File: config.mk
export PLATFORM = sky130hd
export DESIGN_NAME = jk_excitation_driver
export DESIGN_NICKNAME = d
export VERILOG_FILES = /design/src/rtl/jk_pkg.sv /design/src/rtl/jk_excite_bit.sv /design/src/rtl/jk_excitation_driver.sv
export SDC_FILE = /design/constraint.sdc
export NUM_CORES = 1
export LEC_CHECK = 0
export BUFFER_PORTS_ARGS = -buffer_cell sky130_fd_sc_hd__buf_2
export CORE_MARGIN = 5
export CORE_UTILIZATION = 53
export CTS_CLUSTER_SIZE = 28
export DETAILED_ROUTE_END_ITERATION = 8
export PLACE_DENSITY = 0.81
export SLEW_MARGIN = 20
export SYNTH_ARGS = -nofsm -noshare
export SYNTH_HDL_FRONTEND = slang
export SYNTH_HIERARCHICAL = 1
export SYNTH_SLANG_ARGS = --single-unit
File: constraint.sdc
create_clock -name clk -period 3.3 [get_ports clk]
set_input_delay 0.165 -clock clk [delete_from_list [all_inputs] [get_ports clk]]
set_output_delay 0.165 -clock clk [all_outputs]
set_load 0.05 [all_outputs]
File: src/rtl/jk_pkg.sv
// rtl/jk_pkg.sv - shared FSM state type, reset constants and JK excitation function
package jk_pkg;

    typedef enum logic [1:0] {
        ST_IDLE  = 2'd0,
        ST_DRIVE = 2'd1,
        ST_WAIT  = 2'd2,
        ST_CHECK = 2'd3
    } jk_state_e;

    localparam jk_state_e RST_STATE = ST_IDLE;
    localparam logic      RST_JK    = 1'b0;

    // Returns {j,k} that moves a JK flop from q to t; xval fills don't-care inputs.
    function automatic logic [1:0] jk_excite(input logic q, input logic t, input logic xval);
        logic [1:0] jk;
        case ({q, t})
            2'b00:   jk = {1'b0, xval};
            2'b01:   jk = {1'b1, xval};
            2'b10:   jk = {xval, 1'b1};
            default: jk = {xval, 1'b0};
        endcase
        return jk;
    endfunction

endpackage

File: src/rtl/jk_excite_bit.sv
// rtl/jk_excite_bit.sv - single-bit combinational JK excitation
module jk_excite_bit
    import jk_pkg::*;
#(
    parameter bit XVAL = 1'b0
) (
    input  logic q_i,
    input  logic t_i,
    output logic j_o,
    output logic k_o
);

    assign {j_o, k_o} = jk_excite(q_i, t_i, XVAL);

endmodule

File: src/rtl/jk_excitation_driver.sv
// rtl/jk_excitation_driver.sv - drives an external JK flop bank to a target word with settle/verify/retry
module jk_excitation_driver
    import jk_pkg::*;
#(
    parameter int unsigned WIDTH     = 4,
    parameter int unsigned SETTLE    = 1,
    parameter int unsigned MAX_RETRY = 2,
    parameter bit          XVAL      = 1'b0
) (
    input  logic             clk,
    input  logic             rst_n,
    input  logic             in_valid,
    output logic             in_ready,
    input  logic [WIDTH-1:0] in_target,
    input  logic [WIDTH-1:0] q_in,
    output logic [WIDTH-1:0] j_out,
    output logic [WIDTH-1:0] k_out,
    output logic             busy,
    output logic             done,
    output logic             err
);

    localparam int SW = (SETTLE > 1) ? $clog2(SETTLE) : 1;
    localparam int RW = (MAX_RETRY > 0) ? $clog2(MAX_RETRY + 1) : 1;
    localparam logic [SW-1:0] SETTLE_LAST = SW'(SETTLE - 1);
    localparam logic [RW-1:0] RETRY_MAX   = RW'(MAX_RETRY);

    jk_state_e        state_q, state_d;
    logic [WIDTH-1:0] target_q, target_d;
    logic [RW-1:0]    retry_q, retry_d;
    logic [SW-1:0]    settle_q, settle_d;
    logic [WIDTH-1:0] j_q, j_d;
    logic [WIDTH-1:0] k_q, k_d;
    logic             done_q, done_d;
    logic             err_q, err_d;
    logic [WIDTH-1:0] exc_j, exc_k;

    for (genvar i = 0; i < int'(WIDTH); i++) begin : g_bit
        jk_excite_bit #(.XVAL(XVAL)) u_bit (
            .q_i (q_in[i]),
            .t_i (target_q[i]),
            .j_o (exc_j[i]),
            .k_o (exc_k[i])
        );
    end

    always_comb begin
        state_d  = state_q;
        target_d = target_q;
        retry_d  = retry_q;
        settle_d = settle_q;
        j_d      = {WIDTH{RST_JK}};
        k_d      = {WIDTH{RST_JK}};
        done_d   = 1'b0;
        err_d    = 1'b0;
        case (state_q)
            ST_IDLE: begin
                if (in_valid) begin
                    target_d = in_target;
                    retry_d  = '0;
                    state_d  = ST_DRIVE;
                end
            end
            ST_DRIVE: begin
                // Registered so the bank sees a clean one-cycle pulse.
                j_d      = exc_j;
                k_d      = exc_k;
                settle_d = '0;
                state_d  = ST_WAIT;
            end
            ST_WAIT: begin
                if (settle_q == SETTLE_LAST) begin
                    state_d = ST_CHECK;
                end else begin
                    settle_d = settle_q + 1'b1;
                end
            end
            ST_CHECK: begin
                if (q_in == target_q) begin
                    done_d  = 1'b1;
                    state_d = ST_IDLE;
                end else if (retry_q < RETRY_MAX) begin
                    retry_d = retry_q + 1'b1;
                    state_d = ST_DRIVE;
                end else begin
                    err_d   = 1'b1;
                    state_d = ST_IDLE;
                end
            end
            default: state_d = ST_IDLE;
        endcase
    end

    always_ff @(posedge clk or negedge rst_n) begin
        if (!rst_n) begin
            state_q  <= RST_STATE;
            target_q <= '0;
            retry_q  <= '0;
            settle_q <= '0;
            j_q      <= {WIDTH{RST_JK}};
            k_q      <= {WIDTH{RST_JK}};
            done_q   <= 1'b0;
            err_q    <= 1'b0;
        end else begin
            state_q  <= state_d;
            target_q <= target_d;
            retry_q  <= retry_d;
            settle_q <= settle_d;
            j_q      <= j_d;
            k_q      <= k_d;
            done_q   <= done_d;
            err_q    <= err_d;
        end
    end

    assign in_ready = (state_q == ST_IDLE);
    assign busy     = (state_q != ST_IDLE);
    assign j_out    = j_q;
    assign k_out    = k_q;
    assign done     = done_q;
    assign err      = err_q;

endmodule

==> qor.txt, run 1 <==
Outcome: finished clean
Crit end category: output port
GRT overflow: 0
Crit-path cells: inv_1 -> ha_1 -> inv_1 -> buf_2
Leak: 0.000538 uW
Max-slew violations: 0
Clk_lat worst skew: 0.29 ns
Drt total wl: 1410 um
Commonest non-fill, non-tap cell in the layout: buf_2
Via Count: 556
Hold crit path type: in -> reg
Core Area: 0.00149 mm2
Post-CTS sizing: 0
Mapped Cells: 69
Chip height: 49.6 um
CP top delay family: buffers and inverters
Tmin final: 1.63 ns
Worst EP arrival: 1.46 ns
Vias in the first global route: 570
Largest family of logic cells by synthesized area: simple AND/OR/NAND/NOR gates
Max rail drop VDD: 0.479 mV
Final setup viols: 0
Pin count of the biggest net entering global routing: 19
Skew final: 0.00149 ns
Syn avg cell area: 12.0 um2
Number of remaining DRC errors: 0
Post-synthesis compound-gate area fraction: 0.0497
Nets@finish: 111
Critical path peak fanout: 6
Synthesis Warnings: 6
IO Count: 23
Simple-gate share of the synthesized area: 0.223
DP Area: 961 um2
Initial antenna violation count: 0
Final Cycle Share: 0.493
CP most frequent cell: inv_1
H-tree depth reported by CTS: 1
Register bit count reported by yosys: 18
Post-Syn Nets: 83
Pwr dens: 907 mW/mm2
Die Wd: 49.6 um
Critical Path Start Type: flip-flop
I/O Buffers: 22
Rows: 14
Synthesized area: 831 um2
Critical path required time: 3.13 ns
Path type of the worst setup path: reg -> out
Slew @ Worst Pin: 0.516 ns
Final Wtd Congestion: 0.751
Layout area overhead: 21.2%
Final Hold Vio Count: 0
CTS Root Cell: clkbuf_4
Yosys cell types: 20
Iter 0 DRT Violations: 21
CTS tree: yes
Slowest stage delay, CP: 0.44 ns
Total track usage: 0.131
Max_cap viols: 0
Post-DP HPWL: 1110 um
Clock sink count: 18
Worst rel slew slack: 0.653
Antenna Nets Post-Route: 0
Xor and xnor fraction of the mapped netlist area: 0.0422
Max Buffers Root-to-Sink: 2
WL/cell: 12.6 um
CP bufs+invs: 3
CTS clk-pin slew, worst paths: 0.10 ns
Mux contribution to synthesized area: 0.0798
ANT cells: 0
Die area: 0.00246 mm2
Initial Util: 0.558
Critical-path top delay cell: dfrtp_1
CTS Buf Count: 3
Sequential-to-total area share from yosys stat: 0.542
Commonest cells after routing, fill and taps aside: buf_2, dfrtp_1, and2_1, nor2b_1, mux2_2
First-pass GRT wire length: 2490 um
Max Clk Rate: 0.615 GHz
Layout cell share with drive strength beyond 1: 0.375
First drt pass iteration count: 4
RSZ-0062 raised after global routing: no
Total Neg Setup Slack: 0 ns
Avg Vias per Cell: 4.96
Area share of fa/ha/maj cells after synthesis: 0.0452
Design Area, Final: 0.00101 mm2
## cells by family (layout without fill, tap and decap cells)
logic type,Yosys count,after routing
AND/OR/NAND/NOR,29,29
buffers and inverters,4,31
AO/OA/AOI/OAI,5,5
flip-flops,18,18
adder cells (fa/ha/maj),3,3
XOR/XNOR,4,4
multiplexers,6,6
## final timing paths
path | slack, ns | to | depth (start not counted) | from
max in group asynchronous | 2.72 | j_out[0] | 2 | rst_n
min in group asynchronous | 0.31 | target_q[2] | 2 | rst_n
hold reg to reg | 0.58 | state_q[1] | 1 | state_q[1]
hold / removal | 0.1 | target_q[2] | 2 | in_target[2]
setup / recovery | 1.67 | busy | 4 | state_q[0]
setup reg to reg | 1.79 | state_q[0] | 4 | target_q[1]
## timing repair
action                     CTS  global route
buffers inserted             0             0
hold buffers                 1             0
setup endpoints to repair    0             0
hold endpoints to repair    18             0
## flip-flops by register name (all words and copies together), names as in the netlist
name,flops
target_q,4
state_q,2
k_out,4
j_out,4
err,1
done,1
retry_q,2
## worst reg2reg max path: stages, from the launching register on
cell and delay (ns):
dfrtp_1 0.42, xor2_1 0.18, nor4_2 0.52, or3b_1 0.19, a32oi_1 0.09
## stage by stage
stage | worst slack (ns) | hold slack, ns | std cells | power, uW | util
2_1_floorplan | 1.20 | -0.131 | 69 | 688 | -
3_3_place_gp | 1.83 | 0.104 | 107 | 770 | 0.645
3_5_place_dp | 1.81 | 0.113 | 107 | 786 | 0.645
4_1_cts | 1.68 | 0.100 | 112 | 919 | 0.676
5_1_grt | 1.57 | 0.0855 | 112 | 985 | 0.676
6_report | 1.67 | 0.0992 | 112 | 913 | 0.676
## layout make-up
cell class | count | area (um2)
fillers | 113 | 482
flip-flops and latches | 18 | 450
multi-input cells | 47 | 365
repair buffers | 23 | 120
clock buffers | 4 | 36.3
well taps | 16 | 20.0
inverters | 4 | 15.0
## report_power, final
| group | total, uW | internal [uW] | leakage [uW] | switching [uW] |
|---|---|---|---|---|
| Combinational | 431 | 166 | 0.000283 | 265 |
| Clock | 134 | 67.2 | 0.0000210 | 66.8 |
| Sequential | 348 | 292 | 0.000234 | 55.5 |
## synthesized netlist by cell type
| master | number | area share |
|---|---|---|
| a2111o_1 | 1 | 0.014 |
| a21oi_1 | 1 | 0.0060 |
| a2bb2oi_1 | 1 | 0.011 |
| a32oi_1 | 1 | 0.011 |
| and2_1 | 10 | 0.075 |
| and2b_2 | 4 | 0.042 |
| dfrtp_1 | 18 | 0.54 |
| ha_1 | 3 | 0.045 |
| inv_1 | 4 | 0.018 |
| mux2_2 | 5 | 0.068 |
| mux2i_1 | 1 | 0.012 |
| nand2_1 | 2 | 0.0090 |
| nand2b_1 | 1 | 0.0075 |
| nand3_1 | 2 | 0.012 |
| nor2_1 | 3 | 0.014 |
| nor2b_1 | 5 | 0.038 |
| nor4_2 | 1 | 0.015 |
| o31ai_1 | 1 | 0.0090 |
| or3b_1 | 1 | 0.011 |
| xor2_1 | 4 | 0.042 |
## layer usage
metal  track usage  part of all wire  wire length [um]
met4        0.0524             0.017                24
met3        0.0331             0.087               123
met5             0                 0                 0
met1         0.159              0.40               559
met2         0.218              0.50               704
No activity file was read; power rests on OpenSTA's default activity.
==> run 2: changes to the inputs <==
CORE_UTILIZATION = 49   (was 53)
PLACE_DENSITY = 0.76   (was 0.81)
clock period = 1.6 ns   (was 3.3 ns; I/O delays follow)
==> qor.txt, run 2 (synthesized netlist as in run 1, its figures left out) <==
Total track usage: 0.132
Max-slew violations: 0
Register area: 450 um2
Multi-input combinational cell area: 398 um2
Number of remaining DRC errors: 0
H-tree depth reported by CTS: 1
Chip height: 51.2 um
Critical-path top delay cell: dfrtp_1
Initial antenna violation count: 0
I/O Buffers: 22
Slew @ Worst Pin: 0.383 ns
WL/cell: 13.1 um
Pin count of the biggest net entering global routing: 19
Layout cell share with drive strength beyond 1: 0.421
Path type of the worst setup path: reg -> reg
Drt total wl: 1460 um
CTS Root Cell: clkbuf_4
Antenna Nets Post-Route: 0
CP bufs+invs: 0
Final Wtd Congestion: 0.729
FF-to-FF setup slack: 0.16 ns
Tmin final: 1.44 ns
Critical path required time: 1.81 ns
Critical path peak fanout: 6
ANT cells: 0
Max_cap viols: 0
Filler instances: 129
Die area: 0.00262 mm2
Outcome: finished clean
Final setup viols: 0
Initial Util: 0.533
Worst rel slew slack: 0.745
Setup bufs post-CTS: 0
Final Cycle Share: 0.902
Vias in the first global route: 568
Slowest stage delay, CP: 0.42 ns
Max Clk Rate: 0.693 GHz
Leak: 0.000532 uW
Iter 0 DRT Violations: 0
Non-Filler Instances: 111
CTS tree: yes
Skew final: 0.00857 ns
Critical Path Start Type: flip-flop
CTS Buf Count: 3
Core Area: 0.00156 mm2
Hold crit path type: in -> reg
CTS clk-pin slew, worst paths: 0.09 ns
Avg Vias per Cell: 5.19
CP top delay family: simple AND/OR/NAND/NOR gates
Global routing usage on met2: 0.219
Pwr dens: 1870 mW/mm2
First-pass GRT wire length: 2500 um
Crit end category: flip-flop
Nets@finish: 111
Clk_lat worst skew: 0.28 ns
DP Cell Count: 107
Clock sink count: 18
Final Hold Vio Count: 0
Via Count: 576
Grt peak-use layer: met2
Die Wd: 51.2 um
Commonest cells after routing, fill and taps aside: buf_2, dfrtp_1, and2_1, nor2b_1
Crit-path cells: xor2_1 -> nor4_4 -> or3b_1 -> a32oi_1
Layout area overhead: 23.9%
Post-DP HPWL: 1160 um
Max rail drop VDD: 1.06 mV
GRT overflow: 0
IO Count: 23
Worst EP arrival: 1.65 ns
GR Layer Usage met3: 0.0552
Commonest non-fill, non-tap cell in the layout: buf_2
Rows: 14
Pwr Total: 1930 uW
Max Buffers Root-to-Sink: 2
Met1 Resource Use GR: 0.156
RSZ-0062 raised after global routing: no
First drt pass iteration count: 1
## run 2: layout make-up
cell class,instances,share of cell area
sequential,18,0.437
multi-input combinational,47,0.386
tap,16,0.0194
clock buffer,3,0.0219
inverter,4,0.0182
timing repair buffer,23,0.117
## run 2: metrics by stage
step	worst slack, ns	hold WS [ns]	cell area (um2)	setup TNS, ns	utilization
6_report	0.157	0.0206	1030	0	0.661
5_1_grt	0.0509	0.0160	1030	0	0.661
4_1_cts	0.0730	0.0109	1020	0	0.655
3_5_place_dp	0.0902	0.0187	988	0	0.634
3_3_place_gp	0.186	0.0261	988	0	0.634
2_1_floorplan	-0.0771	-0.216	858	-0.0771	-
## run 2: final timing paths
path / depth (start not counted) / from / endpoint
max in group asynchronous: 2 / rst_n / err
min: 2 / in_target[3] / target_q[3]
max reg2reg: 4 / target_q[3] / state_q[0]
min in group asynchronous: 2 / rst_n / target_q[0]
max: 4 / target_q[3] / state_q[0]
min reg2reg: 1 / target_q[0] / target_q[0]
## run 2: worst reg2reg max path: stages (launching register included)
cell,delay (ns)
dfrtp_1,0.42
xor2_1,0.28
nor4_4,0.10
or3b_1,0.37
a32oi_1,0.20
## run 2: layer usage
layer / vias up / share of wire
met4: 0 / 0.0055
met3: 2 / 0.067
met2: 17 / 0.49
met1: 272 / 0.44
li1: 285 / -
met5: - / 0
## run 2: power breakdown
part	switching, uW	total [uW]	internal, uW
Sequential	125	728	603
Combinational	599	994	395
Clock	119	206	87.4
Total	842	1930	1090
## run 2: repair_timing
item,in CTS,in global routing
resized for setup,0,1
hold buffers,1,0
hold endpoints to repair,18,0
endpoints found under the setup margin,0,1
